**config.mk**
```make
export PLATFORM = sky130hd
export DESIGN_NAME = arb_req_queue_flat
export DESIGN_NICKNAME = d
export VERILOG_FILES = /design/src/rtl/arb_req_queue_if.sv /design/src/rtl/arb_req_queue.sv /design/src/flat_wrapper.sv
export SDC_FILE = /design/constraint.sdc
export NUM_CORES = 1
export LEC_CHECK = 0
export BUFFER_PORTS_ARGS = -buffer_cell sky130_fd_sc_hd__buf_2
export CAP_MARGIN = 20
export CORE_ASPECT_RATIO = 1.2
export CORE_MARGIN = 2
export CORE_UTILIZATION = 60
export CTS_CLUSTER_SIZE = 24
export DETAILED_ROUTE_END_ITERATION = 12
export GPL_ROUTABILITY_DRIVEN = 0
export PLACE_DENSITY = 0.87
export SYNTH_ARGS = -nofsm -noshare
export SYNTH_HDL_FRONTEND = slang
export SYNTH_SLANG_ARGS = --single-unit
```
**constraint.sdc**
```tcl
create_clock -name clk -period 5.7 [get_ports clk]
set_input_delay 0.285 -clock clk [delete_from_list [all_inputs] [get_ports clk]]
set_output_delay 0.285 -clock clk [all_outputs]
set_load 0.01 [all_outputs]
```
**src/rtl/arb_req_queue_if.sv**
```systemverilog
// Handshake bundle between the two clients, the arbiter, the downstream sink and arb_req_queue.
// The master side drives pushes, grants and out_ready; the slave side is the queue.
interface arb_req_queue_if #(
  parameter int DATA_W = 8,
  parameter int DEPTH  = 4
);
  localparam int CNT_W = $clog2(DEPTH) + 1;

  logic              in0_valid;
  logic [DATA_W-1:0] in0_data;
  logic              in0_ready;
  logic              in1_valid;
  logic [DATA_W-1:0] in1_data;
  logic              in1_ready;
  logic [1:0]        request;
  logic [1:0]        grant;
  logic              out_valid;
  logic [DATA_W-1:0] out_data;
  logic              out_src;
  logic              out_ready;
  logic [CNT_W-1:0]  count0;
  logic [CNT_W-1:0]  count1;
  logic              grant_err;

  modport master (
    output in0_valid, in0_data, in1_valid, in1_data, grant, out_ready,
    input  in0_ready, in1_ready, request, out_valid, out_data, out_src,
           count0, count1, grant_err
  );

  modport slave (
    input  in0_valid, in0_data, in1_valid, in1_data, grant, out_ready,
    output in0_ready, in1_ready, request, out_valid, out_data, out_src,
           count0, count1, grant_err
  );
endinterface

```
**src/rtl/arb_req_queue.sv**
```systemverilog
// Two per-client FIFOs feeding a 2-client arbiter; the granted head word is popped
// into a single registered output stage with valid/ready backpressure.
module arb_req_queue #(
  parameter int DATA_W = 8,
  parameter int DEPTH  = 4
) (
  input  logic               clk,
  input  logic               reset,
  arb_req_queue_if.slave     bus
);
  localparam int CNT_W = $clog2(DEPTH) + 1;
  localparam int PTR_W = $clog2(DEPTH);
  localparam logic [CNT_W-1:0] FULL_CNT = CNT_W'(DEPTH);
  localparam logic [CNT_W-1:0] ZERO_CNT = {CNT_W{1'b0}};
  localparam logic [CNT_W-1:0] ONE_CNT  = CNT_W'(1);
  localparam logic [PTR_W-1:0] ONE_PTR  = PTR_W'(1);

  logic [DATA_W-1:0] mem0_r [DEPTH];
  logic [DATA_W-1:0] mem1_r [DEPTH];
  logic [PTR_W-1:0]  wr0_r, rd0_r, wr1_r, rd1_r;
  logic [CNT_W-1:0]  count0_r, count1_r;
  logic              out_valid_r;
  logic [DATA_W-1:0] out_data_r;
  logic              out_src_r;
  logic              grant_err_r;

  logic ne0_s, ne1_s, ready0_s, ready1_s;
  logic push0_s, push1_s, pop0_s, pop1_s;
  logic out_free_s, bad_grant_s;

  assign ne0_s      = (count0_r != ZERO_CNT);
  assign ne1_s      = (count1_r != ZERO_CNT);
  assign ready0_s   = (count0_r != FULL_CNT);
  assign ready1_s   = (count1_r != FULL_CNT);
  assign out_free_s = !out_valid_r || bus.out_ready;

  // Handshake decode; grant legality is judged independently of output stall.
  always_comb begin
    push0_s     = bus.in0_valid && ready0_s;
    push1_s     = bus.in1_valid && ready1_s;
    pop0_s      = 1'b0;
    pop1_s      = 1'b0;
    bad_grant_s = 1'b0;
    case (bus.grant)
      2'b01: begin
        pop0_s      = ne0_s && out_free_s;
        bad_grant_s = !ne0_s;
      end
      2'b10: begin
        pop1_s      = ne1_s && out_free_s;
        bad_grant_s = !ne1_s;
      end
      2'b11: bad_grant_s = 1'b1;
      default: bad_grant_s = 1'b0;
    endcase
  end

  // Storage arrays carry no reset; stale words are unreachable once pointers clear.
  always_ff @(posedge clk) begin
    if (push0_s) mem0_r[wr0_r] <= bus.in0_data;
    if (push1_s) mem1_r[wr1_r] <= bus.in1_data;
  end

  // Pointer and occupancy bookkeeping for both FIFOs.
  always_ff @(posedge clk or negedge reset) begin
    if (!reset) begin
      wr0_r    <= {PTR_W{1'b0}};
      rd0_r    <= {PTR_W{1'b0}};
      wr1_r    <= {PTR_W{1'b0}};
      rd1_r    <= {PTR_W{1'b0}};
      count0_r <= ZERO_CNT;
      count1_r <= ZERO_CNT;
    end else begin
      if (push0_s) wr0_r <= wr0_r + ONE_PTR;
      if (pop0_s)  rd0_r <= rd0_r + ONE_PTR;
      if (push1_s) wr1_r <= wr1_r + ONE_PTR;
      if (pop1_s)  rd1_r <= rd1_r + ONE_PTR;
      case ({push0_s, pop0_s})
        2'b10:   count0_r <= count0_r + ONE_CNT;
        2'b01:   count0_r <= count0_r - ONE_CNT;
        default: count0_r <= count0_r;
      endcase
      case ({push1_s, pop1_s})
        2'b10:   count1_r <= count1_r + ONE_CNT;
        2'b01:   count1_r <= count1_r - ONE_CNT;
        default: count1_r <= count1_r;
      endcase
    end
  end

  // Output stage; data and source hold whenever no new word is loaded.
  always_ff @(posedge clk or negedge reset) begin
    if (!reset) begin
      out_valid_r <= 1'b0;
      out_data_r  <= {DATA_W{1'b0}};
      out_src_r   <= 1'b0;
      grant_err_r <= 1'b0;
    end else begin
      if (pop0_s) begin
        out_valid_r <= 1'b1;
        out_data_r  <= mem0_r[rd0_r];
        out_src_r   <= 1'b0;
      end else if (pop1_s) begin
        out_valid_r <= 1'b1;
        out_data_r  <= mem1_r[rd1_r];
        out_src_r   <= 1'b1;
      end else if (bus.out_ready) begin
        out_valid_r <= 1'b0;
      end else begin
        out_valid_r <= out_valid_r;
      end
      grant_err_r <= grant_err_r || bad_grant_s;
    end
  end

  assign bus.in0_ready = ready0_s;
  assign bus.in1_ready = ready1_s;
  assign bus.request   = {ne1_s, ne0_s};
  assign bus.out_valid = out_valid_r;
  assign bus.out_data  = out_data_r;
  assign bus.out_src   = out_src_r;
  assign bus.count0    = count0_r;
  assign bus.count1    = count1_r;
  assign bus.grant_err = grant_err_r;
endmodule

```
**src/flat_wrapper.sv**
```systemverilog
// flat-port wrapper written by rule: the top's interface ports become plain ports
module arb_req_queue_flat 
#(
  parameter int DATA_W = 8,
  parameter int DEPTH  = 4
)
  (clk, reset, bus_in0_valid, bus_in0_data, bus_in1_valid, bus_in1_data, bus_grant, bus_out_ready, bus_in0_ready, bus_in1_ready, bus_request, bus_out_valid, bus_out_data, bus_out_src, bus_count0, bus_count1, bus_grant_err);
  arb_req_queue_if #(.DATA_W(DATA_W), .DEPTH(DEPTH)) bus_i ();
  input  logic clk;
  input  logic reset;
  input wire logic [$bits(bus_i.in0_valid)-1:0] bus_in0_valid;
  input wire logic [$bits(bus_i.in0_data)-1:0] bus_in0_data;
  input wire logic [$bits(bus_i.in1_valid)-1:0] bus_in1_valid;
  input wire logic [$bits(bus_i.in1_data)-1:0] bus_in1_data;
  input wire logic [$bits(bus_i.grant)-1:0] bus_grant;
  input wire logic [$bits(bus_i.out_ready)-1:0] bus_out_ready;
  output wire logic [$bits(bus_i.in0_ready)-1:0] bus_in0_ready;
  output wire logic [$bits(bus_i.in1_ready)-1:0] bus_in1_ready;
  output wire logic [$bits(bus_i.request)-1:0] bus_request;
  output wire logic [$bits(bus_i.out_valid)-1:0] bus_out_valid;
  output wire logic [$bits(bus_i.out_data)-1:0] bus_out_data;
  output wire logic [$bits(bus_i.out_src)-1:0] bus_out_src;
  output wire logic [$bits(bus_i.count0)-1:0] bus_count0;
  output wire logic [$bits(bus_i.count1)-1:0] bus_count1;
  output wire logic [$bits(bus_i.grant_err)-1:0] bus_grant_err;
  assign bus_i.in0_valid = bus_in0_valid;
  assign bus_i.in0_data = bus_in0_data;
  assign bus_i.in1_valid = bus_in1_valid;
  assign bus_i.in1_data = bus_in1_data;
  assign bus_i.grant = bus_grant;
  assign bus_i.out_ready = bus_out_ready;
  assign bus_in0_ready = bus_i.in0_ready;
  assign bus_in1_ready = bus_i.in1_ready;
  assign bus_request = bus_i.request;
  assign bus_out_valid = bus_i.out_valid;
  assign bus_out_data = bus_i.out_data;
  assign bus_out_src = bus_i.out_src;
  assign bus_count0 = bus_i.count0;
  assign bus_count1 = bus_i.count1;
  assign bus_grant_err = bus_i.grant_err;
  arb_req_queue #(.DATA_W(DATA_W), .DEPTH(DEPTH)) u_core (.clk(clk), .reset(reset), .bus(bus_i));
endmodule
```
* Word level (Yosys, flattened, before mapping)
Memories as Yosys holds them, arrays and structs flattened.
Index checks and enable logic that the tools add are counted.
W data, S select, Z words.
** Word-level totals
- Memories kept :: 2
- Register bits :: 25
- Output and inout port bits :: 21
- Word-level logic and storage cells :: 60
- Bits in writable memories :: 64
** Cells by class
- Reductions and logical operators :: 15
- Equal/unequal tests :: 9
- Add/subtract/negate cells :: 8
- Muxes and demuxes :: 16
** Memory list
- u_core.mem0_r :: depth 4, width 8, rd ports 1, clocked after memory_dff 0, write ports 1, RTL line arb_req_queue.sv:18 : logic [DATA_W-1:0] mem0_r [DEPTH];
- u_core.mem1_r :: depth 4, width 8, rd ports 1, clocked after memory_dff 0, write ports 1, RTL line arb_req_queue.sv:19 : logic [DATA_W-1:0] mem1_r [DEPTH];
** Operator list (count)
- $mux W8 :: 2
- $pmux W3 S2 :: 2
- $mux W1 :: 11
- $reduce_bool A3 Y1 :: 3
- $add A2 B1 Y2 const B :: 4
- $eq A2 B2 Y1 const B :: 4
- $add A3 B1 Y3 const B :: 2
- $eq A2 B1 Y1 const B :: 3
- $ne A3 B3 Y1 const B :: 2
- $reduce_bool A2 Y1 :: 3
- $sub A3 B1 Y3 const B :: 2
- $logic_and A1 B1 Y1 :: 4
- $logic_not A1 Y1 :: 3
- $pmux W1 S3 :: 1
- $logic_or A1 B1 Y1 :: 2

* Longest topological paths before layout
- Word-level depth :: 6
- Depth in mapped cells :: 10
- Gate-level depth less buffers :: 9

* Least setup slack after synthesis
OpenSTA, ideal clock, no wires.
- Kind :: register to register
- From :: register u_core.count1_r[0], in the netlist u_core.bus.count1[0]
- To :: register u_core.count1_r[2], in the netlist u_core.bus.count1[2]
- Path slack :: 3482 ps
- Cell stages (with the launch flop) :: 10
- Arrival time :: 2139 ps
- Clock period less this slack :: 2218 ps
- Library setup time :: 79 ps
- Buffers on the path :: 0
- Required time :: 5621 ps
- Path through :: dfrtp_1 or3b_1 and2_1 inv_1 ha_1 inv_1 fa_1 xor2_1 nor2_1 xor2_1
** On the way
- Elaborated cells between the ends (all ways) :: 11
** RTL lines
- start: declaration :: RTL line arb_req_queue.sv:21 : logic [CNT_W-1:0] count0_r, count1_r;
- start signal: assignment :: RTL line arb_req_queue.sv:84 : 2'b10: count1_r <= count1_r + ONE_CNT;
- start signal: assignment :: RTL line arb_req_queue.sv:85 : 2'b01: count1_r <= count1_r - ONE_CNT;
- start signal: assignment :: RTL line arb_req_queue.sv:86 : default: count1_r <= count1_r;
- $ne A3 B3 Y1 (*) :: RTL line arb_req_queue.sv:34 : assign ready1_s = (count1_r != FULL_CNT);
- net bus_in1_ready :: RTL line flat_wrapper.sv:18 : output wire logic [$bits(bus_i.in1_ready)-1:0] bus_in1_ready;
- $logic_and A1 B1 Y1 (*) :: RTL line arb_req_queue.sv:40 : push1_s = bus.in1_valid && ready1_s;
- $eq A2 B1 Y1 or $eq A2 B2 Y1 (tied branches) :: RTL line arb_req_queue.sv:83 : case ({push1_s, pop1_s})
- $pmux W3 S2 or $reduce_bool A2 Y1 (tied branches)
The timed path passes the listed nets; every way through them passes the cells marked *.
A chain may end at the register's enable or synchronous reset.

* Worst setup path in the final report
- From :: register u_core.count1_r[0], in the netlist u_core.bus.count1[0]
- To :: register u_core.count1_r[2], in the netlist u_core.bus.count1[2]
** On the way
- Longest elaborated chain between the ends :: 5
- Elaborated cells between the ends (all ways) :: 11
** RTL lines
- $reduce_bool A3 Y1 :: RTL line arb_req_queue.sv:32 : assign ne1_s = (count1_r != ZERO_CNT);
- $logic_and A1 B1 Y1 :: RTL line arb_req_queue.sv:50 : pop1_s = ne1_s && out_free_s;
- $mux W1 :: RTL line arb_req_queue.sv:44 : case (bus.grant)
- $eq A2 B1 Y1 or $eq A2 B2 Y1 (tied branches) :: RTL line arb_req_queue.sv:83
- $pmux W3 S2 or $reduce_bool A2 Y1 (tied branches)
Parallel ways exist; a longest one is shown, timed or not.

==> metrics.md <==
| Metric | Value |
|---|---|
| Outcome | finished, final reports clean |
| Setup crit start kind | flip-flop |
| Crit share post-route | 46.0% |
| Vias in the first global route | 1927 |
| Multi-input gate area | 1050 sq um |
| Critical Path Start | u_core.bus.count1[0] |
| Pre-Repair DR Iteration Count | 4 |
| Syn nets | 246 |
| Share of cells above drive strength 1 | 31.0% |
| Yosys reg bits | 89 |
| Max stage delay on crit path | 840 ps |
| Top-area cell type share of the netlist area | 51.6% |
| Resize count post-CTS | 0 |
| Post-layout min period | 2620 ps |
| Core Footprint | 6010 sq um |
| Worst hold path class | in2reg |
| Power per cell area | 490 nW/um^2 |
| Initial core utilization | 62.0% |
| First-pass GRT wire length | 10200 um |
| Die width | 75.9 um |
| CP required | 5930 ps |
| CTS clk-pin slew, worst paths | 90 ps |
| Critical path depth | 8 |
| YS warnings | 0 |
| RSZ-0062 raised after global routing | no |
| Total GRT Usage | 19.7% |
| Antenna viol nets, final | 0 |
| Syn Area/Cell | 17.7 sq um |
| Diode count | 0 |
| Chip Height | 90.3 um |
| Synthesized cell area | 3730 sq um |
| Worst R2R Path Depth | 8 |
| Worst r2r src | u_core.bus.count1[0] |
| Cts bufs inserted | 9 |
| Die Footprint | 6860 sq um |
| CP Class | reg2reg |
| Setup violators final | 0 |
| Initial antenna violation count | 0 |
| Beginning of the worst hold path | bus_in0_data[2] |
| Unique cell type count in the Yosys netlist | 29 |
| Largest net degree at the start of global routing | 26 |
| Io pins | 44 |
| Post-layout nets | 291 |
| Slew HR | 30.7% |
| Core Rows | 31 |
| Htree depth | 3 |
| Skew final | 14.4 ps |
| DRC | 0 |
| Cell taking the most area after synthesis | edfxtp_1 |
| Worst Hold Depth | 1 |
| Worst-Margin Slew | 1030 ps |
| F_max | 0.382 GHz |
| P_leak | 1.60 nW |
| Post-layout util | 69.9% |
| Gate Count Post-Synth | 211 |
| Worst Setup End Kind | flip-flop |
| Post-CTS Repair Setup Buffers | 0 |
| Area Overhead vs Synth | 12.9% |
| Filler Cells Inserted | 380 |
| Slowest-stage cell, CP | nor3_1 |
| CTS tree | yes |
| Peak fanout along the critical path | 12 |
| Register area share after synthesis | 68.4% |
| Hpwl dp | 4400 um |
| Clock sinks | 89 |
| GRT overflow | 0 |
| Register Area | 2550 sq um |
| Area contributors post-synth | edfxtp_1, dfrtp_1, mux4_2, ha_1, or4_1 |
| Vias per cell | 5.72 |
| Hold WS | 148 ps |
| Clk Tree Root Cell | clkbuf_8 |
| CP arrival | 2850 ps |
| Buf/Inv on CP | 1 |
| Initial DRC Count | 231 |
| Via count | 1962 |
| Final slew viol count | 0 |
| Final hold vios | 0 |
| CP Cell Sequence | nor3_1 > nor3_1 > ha_1 > inv_1 > fa_1 > xor2_1 > nor2_1 > xor2_1 |
| Worst IR drop on VDD | 0.301 mV |
| Drt total wl | 6200 um |
| Final setup TNS | 0 ps |
| Delay-heaviest family, CP | simple AND/OR/NAND/NOR gates |
| Drt wl/cell | 18.1 um |
| Clock Latency Late Sink | 340 ps |
| Max-cap violations | 0 |
| Clock Path Buffers | 2 |
| Port Buffer Count | 43 |
-- routing by layer --
| metal | vias to the layer above | global-route usage, % | part of all wire [%] | routed length [um] |
|---|---|---|---|---|
| li1 | 912 | - | - | - |
| met1 | 995 | 27.7 | 42 | 2620 |
| met2 | 49 | 31.6 | 53 | 3280 |
| met3 | 6 | 3.50 | 3.9 | 240 |
| met4 | 0 | 6.97 | 0.92 | 57 |
| met5 | - | 0 | 0 | 0 |
-- area by class of cell --
type	instances	share of cell area [%]
repair buffers	48	6.07
inverters	12	1.07
clock inverters	7	1.81
multi-input cells	96	25.1
well taps	82	2.44
clock buffers	9	2.95
flip-flops and latches	89	60.6
-- metrics by stage --
step	power, mW	area [sq um]	setup WS, ps	cells
3_5_place_dp	1.66	4000	3130	326
3_3_place_gp	1.63	3990	2830	325
4_1_cts	2.08	4210	3110	343
2_1_floorplan	1.46	3730	3480	211
5_1_grt	2.18	4210	2860	343
6_report	2.06	4210	3080	343
-- flip-flops by register name, indices dropped and copies added, names as in the netlist --
signal                flops
u_core.mem0_r            32
u_core.mem1_r            32
u_core.bus.out_data       8
u_core.bus.count0         3
u_core.bus.count1         3
u_core.rd0_r              2
u_core.rd1_r              2
u_core.wr0_r              2
u_core.wr1_r              2
u_core.bus.grant_err      1
u_core.bus.out_src        1
u_core.bus.out_valid      1
-- cell families after synthesis --
kind of cell,after synthesis,share of synthesized area (%)
AOI/OAI and AO/OA,11,2.69
xor gates and xnor gates,12,2.82
adders and majority gates,12,4.43
buffers and inverters,26,3.32
DFF,89,68.4
muxes,20,10.8
and+or+nand+nor,41,7.52
-- worst paths after layout --
path                                                to  slack [ps]
worst max-delay path              u_core.bus.count1[2]        3080
worst min-delay path               u_core.mem0_r[0][2]         150
worst max register to register    u_core.bus.count1[2]        3080
worst min register to register    u_core.bus.grant_err         490
max in group asynchronous       u_core.bus.out_data[5]        4880
min in group asynchronous         u_core.bus.count0[0]         450
-- layout by cell type, fill, tap and decap left out --
| master | n |
|---|---|
| edfxtp_1 | 64 |
| buf_2 | 43 |
| dfrtp_1 | 25 |
| mux4_2 | 16 |
| or4_1 | 16 |
| inv_1 | 12 |
| ha_1 | 10 |
| clkbuf_8 | 9 |
| and3_1 | 8 |
| o311a_1 | 8 |
| xor2_1 | 7 |
| xnor2_1 | 5 |
| nor3_1 | 4 |
| buf_4 | 4 |
| nor2_1 | 3 |
| or3b_1 | 2 |
| and2_1 | 2 |
| nand2b_1 | 2 |
| o21bai_1 | 2 |
| mux2_1 | 2 |
| fa_1 | 2 |
| inv_6 | 2 |
| clkinvlp_4 | 2 |
| nor2b_1 | 1 |
| a21oi_1 | 1 |
| mux2i_1 | 1 |
| mux2_2 | 1 |
| or3_1 | 1 |
| nor4b_1 | 1 |
| nor4b_2 | 1 |
| clkinv_4 | 1 |
| clkinv_2 | 1 |
| bufinv_16 | 1 |
| dlygate4sd3_1 | 1 |
-- report_power, final --
group	leakage (nW)	internal [mW]	total (mW)	switching, mW
Clock	0.0962	0.205	0.424	0.219
Sequential	0.871	0.884	1.03	0.145
Combinational	0.632	0.312	0.606	0.294
-- timing repair --
action | CTS | global route
setup endpoints to repair | 0 | 0
hold buffers | 1 | 0
hold endpoints to repair | 25 | 0
-- cells in the mapped netlist --
cell	n
and3_1	8
o311a_1	8
mux2i_1	1
nor4b_1	1
nor2_1	3
mux2_1	2
o21bai_1	2
nor3_1	4
mux2_2	1
nand2b_1	2
a21oi_1	1
or3_1	1
nor2b_1	1
inv_1	12
nor4b_2	1
buf_4	2
or4_1	16
dfrtp_1	25
clkbuf_1	7
buf_6	2
ha_1	10
or3b_1	2
buf_2	3
xnor2_1	5
xor2_1	7
edfxtp_1	64
mux4_2	16
and2_1	2
fa_1	2
No activity file was read; power rests on OpenSTA's default activity.
